<file path="config.mk">
export PLATFORM = sky130hd
export DESIGN_NAME = multibyte_add_ctrl
export DESIGN_NICKNAME = d
export VERILOG_FILES = /design/src/rtl/multibyte_add_ctrl.sv
export SDC_FILE = /design/constraint.sdc
export NUM_CORES = 1
export LEC_CHECK = 0
export CAP_MARGIN = 20
export CORE_ASPECT_RATIO = 0.5
export CORE_MARGIN = 2
export CORE_UTILIZATION = 52
export DETAILED_ROUTE_END_ITERATION = 6
export HOLD_SLACK_MARGIN = 0.08
export PLACE_DENSITY_LB_ADDON = 0.08
export SLEW_MARGIN = 40
export SYNTH_ARGS = -nofsm -noshare
export SYNTH_HDL_FRONTEND = slang
export SYNTH_SLANG_ARGS = --single-unit
</file>
<file path="constraint.sdc">
create_clock -name clk -period 4.75 [get_ports clk]
set_clock_uncertainty 0.2 [all_clocks]
set_input_delay 0.95 -clock clk [delete_from_list [all_inputs] [get_ports clk]]
set_output_delay 0.95 -clock clk [all_outputs]
set_load 0.01 [all_outputs]
</file>
<file path="src/rtl/multibyte_add_ctrl.sv">
// rtl/multibyte_add_ctrl.sv - byte-serial NBYTES-wide add/subtract sequencer
// Drives an external 8-bit full adder one byte per cycle, LSB first, chaining carry through a register.
module multibyte_add_ctrl #(
  parameter int NBYTES = 4,
  localparam int W = 8 * NBYTES
) (
  input  logic         clk,
  input  logic         rst_n,
  input  logic         start,
  input  logic         sub,
  input  logic [W-1:0] op_a,
  input  logic [W-1:0] op_b,
  output logic         busy,
  output logic         done,
  output logic [W-1:0] result,
  output logic         carry_out,
  output logic         overflow,
  output logic [7:0]   add_a,
  output logic [7:0]   add_b,
  output logic         add_cin,
  input  logic [7:0]   add_sum,
  input  logic         add_cout
);

  localparam int IW = (NBYTES > 1) ? $clog2(NBYTES) : 1;
  localparam logic [IW-1:0] LAST_IDX = IW'(NBYTES - 1);

  typedef enum logic [1:0] {
    IDLE = 2'd0,
    RUN  = 2'd1,
    DONE = 2'd2
  } state_t;

  state_t        state, state_next;
  logic [W-1:0]  a_reg;
  logic [W-1:0]  b_reg;
  logic          sub_reg;
  logic          carry_reg;
  logic [IW-1:0] idx;
  logic          accept;
  logic          last_byte;

  assign accept    = (state == IDLE) && start;
  assign last_byte = (idx == LAST_IDX);

  always_ff @(posedge clk or negedge rst_n) begin
    if (!rst_n) begin
      state <= IDLE;
    end else begin
      state <= state_next;
    end
  end

  always_comb begin
    state_next = state;
    busy       = 1'b0;
    done       = 1'b0;
    add_a      = 8'h00;
    add_b      = 8'h00;
    add_cin    = 1'b0;
    case (state)
      IDLE: begin
        if (start) state_next = RUN;
      end
      RUN: begin
        busy    = 1'b1;
        add_a   = a_reg[8*idx +: 8];
        // Subtraction is A + ~B + 1; the +1 comes from carry_reg seeded with sub.
        add_b   = b_reg[8*idx +: 8] ^ {8{sub_reg}};
        add_cin = carry_reg;
        if (last_byte) state_next = DONE;
      end
      DONE: begin
        done       = 1'b1;
        state_next = IDLE;
      end
      default: state_next = IDLE;
    endcase
  end

  always_ff @(posedge clk or negedge rst_n) begin
    if (!rst_n) begin
      a_reg     <= '0;
      b_reg     <= '0;
      sub_reg   <= 1'b0;
      carry_reg <= 1'b0;
      idx       <= '0;
      result    <= '0;
      carry_out <= 1'b0;
      overflow  <= 1'b0;
    end else if (accept) begin
      a_reg     <= op_a;
      b_reg     <= op_b;
      sub_reg   <= sub;
      carry_reg <= sub;
      idx       <= '0;
    end else if (state == RUN) begin
      result[8*idx +: 8] <= add_sum;
      carry_reg          <= add_cout;
      idx                <= idx + 1'b1;
      if (last_byte) begin
        carry_out <= add_cout;
        // Carry into the sign bit XOR carry out of it flags signed overflow.
        overflow  <= (add_a[7] ^ add_b[7] ^ add_sum[7]) ^ add_cout;
      end
    end
  end

endmodule

</file>
Word-level counts from Yosys, hierarchy flattened

Cells that the tools add are included.

Flip-flop bits (word level): 104
Bits in latches: 0
Bits in writable memories: 0
Memory bits (read-only): 0
Input bits: 77
Output and inout bits: 53
Logic and storage cells: 44
Memories kept: 0

Add/subtract/negate cells: 2
Multipliers: 0
Div/mod/pow operators: 0
Order comparisons: 0
Equality and inequality tests: 5
Shifts and indexed selects: 4
Multiplexer cells: 13
Bitwise operators: 5
Reductions and logical operators: 6

Operators with widths:

| cell                      | number |
|---|---|
| $shiftx A32 B6 Y8         | 2 |
| $neg A5 Y34               | 1 |
| $shift A8 B34 Y32 const A | 1 |
| $shiftx A8 B34 Y32        | 1 |
| $bwmux W32                | 1 |
| $mux W8                   | 2 |
| $mux W2                   | 4 |
| $xor A8 B8 Y8             | 1 |
| $mux W1                   | 5 |
| $eq A2 B2 Y1 const B      | 2 |
| $ne A2 B2 Y1 const B      | 2 |
| $pmux W2 S2               | 1 |
| $reduce_and A2 Y1         | 2 |
| $reduce_and A3 Y1         | 1 |
| $xor A1 B1 Y1             | 3 |
| $add A2 B1 Y2 const B     | 1 |
| $eq A2 B1 Y1 const B      | 1 |
| $logic_not A2 Y1          | 1 |
| $reduce_bool A2 Y1        | 1 |
| $logic_and A1 B1 Y1       | 1 |
| $not A1 Y1                | 1 |

Depth between registers and ports, before layout

Depth after elaboration: 6
Mapped depth: 7
Depth with buffers taken out: 5

Worst setup path after synthesis

Ideal clock, no wire load.

Kind: reg2out
From: register idx[0]
To: output add_a[1]
Arrival time: 1.598 ns
Required time: 3.600 ns
Setup slack: 2.002 ns
Cell stages (with the launch flop): 5
Buffers on the path: 2
Path through: dfrtp_1 buf_4 buf_4 mux4_2 and2_1

Longest elaborated chain between the ends: 2

Ends and longest elaborated chain:

| item                   | line | source |
|---|---|---|
| from (decl)            | 39   | `logic [IW-1:0] idx;` |
| from (signal assigned) | 100  | `idx <= idx + 1'b1;` |
| $shiftx A32 B6 Y8      | 67   | `add_a = a_reg[8*idx +: 8];` |
| $mux W8                | 61   | `case (state)` |
| to (decl)              | 18   | `output logic [7:0] add_a,` |

No other way between the ends.

Worst setup path after layout

From: register idx[1]
To: output add_b[0]

Longest elaborated chain between the ends: 3

Ends and longest elaborated chain:

| item              | line | source |
|---|---|---|
| $shiftx A32 B6 Y8 | 69   | `add_b = b_reg[8*idx +: 8] ^ {8{sub_reg}};` |
| $xor A8 B8 Y8     | 69   |  |
| $mux W8           | 61   |  |
| to (decl)         | 19   | `output logic [7:0] add_b,` |

No other way between the ends.

==> impl_metrics.yaml <==
setup_path:
  crit_required_ns: 3.60
  rr_worst_depth: 5
  r2r_end: "result[11]"
  r2r_start: "idx[0]"
  critical_path_class: "flop to output port"
  cp-end-kind: "output port"
  cp_max_fo: 14
  cp_data_arrival_time_ns: 2.58
  r2r_setup_slack_ns: 2.07
  cp-start-kind: "flop"
clock_network:
  cts_root_buf: "clkbuf_16"
  cts_resized: 0
  holdBufCountCts: 0
  clk_path_buf_depth: 2
  post-cts-setup-buffer-count: 0
  clk_latency_ns: 0.34
  cts_tree: "yes"
  clock_sinks: 104
  cts_buffers: 9
  htreeDepth: 3
  path_clk_slew_ns: 0.07
pwr:
  max-vdd-ir-drop_v: 0.000465
  finalPower_mw: 4.41
  p_leak_nw: 2.62
  power.density_nw_per_um2: 702
sta:
  tns_ns: 0
  rsz0062_at_grt: "no"
  slew_violations: 0
  worst_pin_slew_ns: 0.709
  timing.hold.ws_ns: 0.302
  hold_viol: 0
  fin_crit_sh_pct: 78.5
  max_freq_mhz: 268
  slew_headroom_pct: 52.7
  period_needed_ns: 3.73
  setup_viol: 0
placement:
  place_congestion: 0.801
  port_buffers: 129
  dp_hpwl_mm: 7.19
  placedCellCount: 532
global_route:
  gr-total-overflow: 0
  grt_max_degree: 81
  antenna_found_initial: 0
  grt_pass1_wl_mm: 16.4
  grt_usage_pct: 22.5
  grt_pass1_vias: 3266
yosys:
  seq_area_frac_synth_pct: 56.7
  syn_area_um2: 4590
  ys.flop_type: "dfrtp_1"
  yosys_warnings: 0
  synth-edff-count: 0
  netlist.area_leader.share_pct: 56.7
  synth_fp_nets: 379
  yosysTopAreaCell: "dfrtp_1"
  synth_cell_type_count: 32
  syn-mean-instance-area_um2: 15.5
  synth_area_leaders: "dfrtp_1, mux2_2, mux4_2, a22o_1, ha_1"
  yosys-top-cells-count: "dfrtp_1, mux2_2, a22o_1, mux4_2, and2_1"
  synth.most_common_cell: "dfrtp_1"
  ys_seq_elements: 104
  synthArstFlopShare_pct: 100
  synth_cells: 296
layout:
  fillers: 560
  layout.nets: 509
  final_cells: 546
  antenna_cells: 0
  layout-drive-gt1-share_pct: 26.1
  areaGrowthSynthToFinish_pct: 36.8
routing:
  detail_route.wl_per_cell_um: 18.5
  routed_via_density: 5.55
  drtAntennaViolNets: 0
  wirelength_mm: 10.1
  first_pass_iters: 4
  drc: 0
  drtIter0Drc: 91
  via_count: 3033
floorplanning:
  die_area_um2: 9640
  start_util_pct: 53.1
  fp-row-count: 24
  ios: 130
  die_w_um: 137
  dieHeight_um: 70.4
  coreArea_um2: 8650
hold_path:
  holdPathEnd: "b_reg[30]"
  min_from: "b_reg[30]"
  hp-class: "flop to flop"
  hold_path_depth: 1
outcome:
  status: "complete, no violations"
run:
  maxCapViolCount: 0
kinds of logic (layout without fill, tap and decap cells):
logic type / count (synthesis) / after routing / synth area share, %
AOI/OAI and AO/OA: 42 / 42 / 7.74
xor gates and xnor gates: 9 / 9 / 1.72
adders and majority gates: 6 / 6 / 1.64
buffers and inverters: 19 / 152 / 2.40
DFF: 104 / 104 / 56.7
muxes: 82 / 82 / 24.1
and+or+nand+nor: 34 / 34 / 5.73
cell usage in the layout (no fill, tap or decap):
master,synthesis,final
nor3b_2,0,1
o211a_1,1,1
clkbuf_16,0,9
a22o_1,33,33
o21ai_0,1,1
and2_1,10,10
mux4_2,16,16
nor4b_4,3,3
xnor2_1,7,7
nand2_1,3,3
nand2_4,1,1
nand2_2,2,2
xor2_1,2,2
ha_1,6,6
a21oi_1,2,2
dfrtp_1,104,103
a221o_1,1,1
buf_4,2,5
buf_6,2,1
bufinv_16,0,1
clkinvlp_4,0,1
mux2_2,66,66
nor2_1,7,7
nand2b_1,3,3
o31a_1,1,1
inv_1,3,3
clkinv_4,1,1
and3_1,1,1
clkbuf_8,0,2
nor2b_1,1,1
o21bai_1,2,2
clkinv_2,0,1
nor4_4,1,1
a211oi_1,1,1
clkdlybuf4s50_1,0,128
nand3b_1,1,1
dfrtp_2,0,1
metrics by stage:
stage	util, %	setup WS, ns	instance area [um^2]
3_3_place_gp	69.1	1.13	5980
2_1_floorplan	-	2.00	4590
5_1_grt	72.6	0.931	6280
6_report	72.6	1.02	6280
3_5_place_dp	69.2	1.41	5980
4_1_cts	72.6	0.984	6280
cell type report:
type                       instances  area, um^2  share of cell area, %
clock buffer                      11         253                   4.03
multi-input combinational        173        1880                   30.0
timing repair buffer             134        1330                   21.2
sequential                       104        2600                   41.5
tap                              117         146                   2.33
clock inverter                     3        42.5                  0.678
inverter                           4        20.0                  0.319
power by group:
group / switching [mW] / leakage (nW) / internal [mW]
Clock: 0.307 / 0.143 / 0.430
Combinational: 0.792 / 1.19 / 1.26
Sequential: 0.302 / 1.28 / 1.31
Total: 1.40 / 2.62 / 3.00
metal layers:
layer | GRT usage [%] | vias to the layer above | routed length, um
met3 | 7.33 | 17 | 676
met4 | 6.99 | 0 | 141
met5 | 0 | - | 0
met2 | 37.6 | 103 | 4890
li1 | - | 1358 | -
met1 | 28.1 | 1555 | 4380
worst max path at each step:
stage	start	end	slack (ns)	cells past startpoint
global placement	idx[0]	add_a[5]	1.13	4
detailed placement	idx[1]	add_b[0]	1.41	5
CTS	idx[1]	add_b[0]	0.98	5
finish	idx[1]	add_b[0]	1.02	5
floorplan	idx[0]	add_a[1]	2.00	4
global route	idx[1]	add_b[0]	0.93	5
critical path, stage by stage, from the launching register on:
cell             delay, ns
dfrtp_1               0.74
buf_4                 0.30
mux4_2                0.34
xnor2_1               0.16
nor2_1                0.14
clkdlybuf4s50_1       0.56
Power figures use the tool's default switching activity.
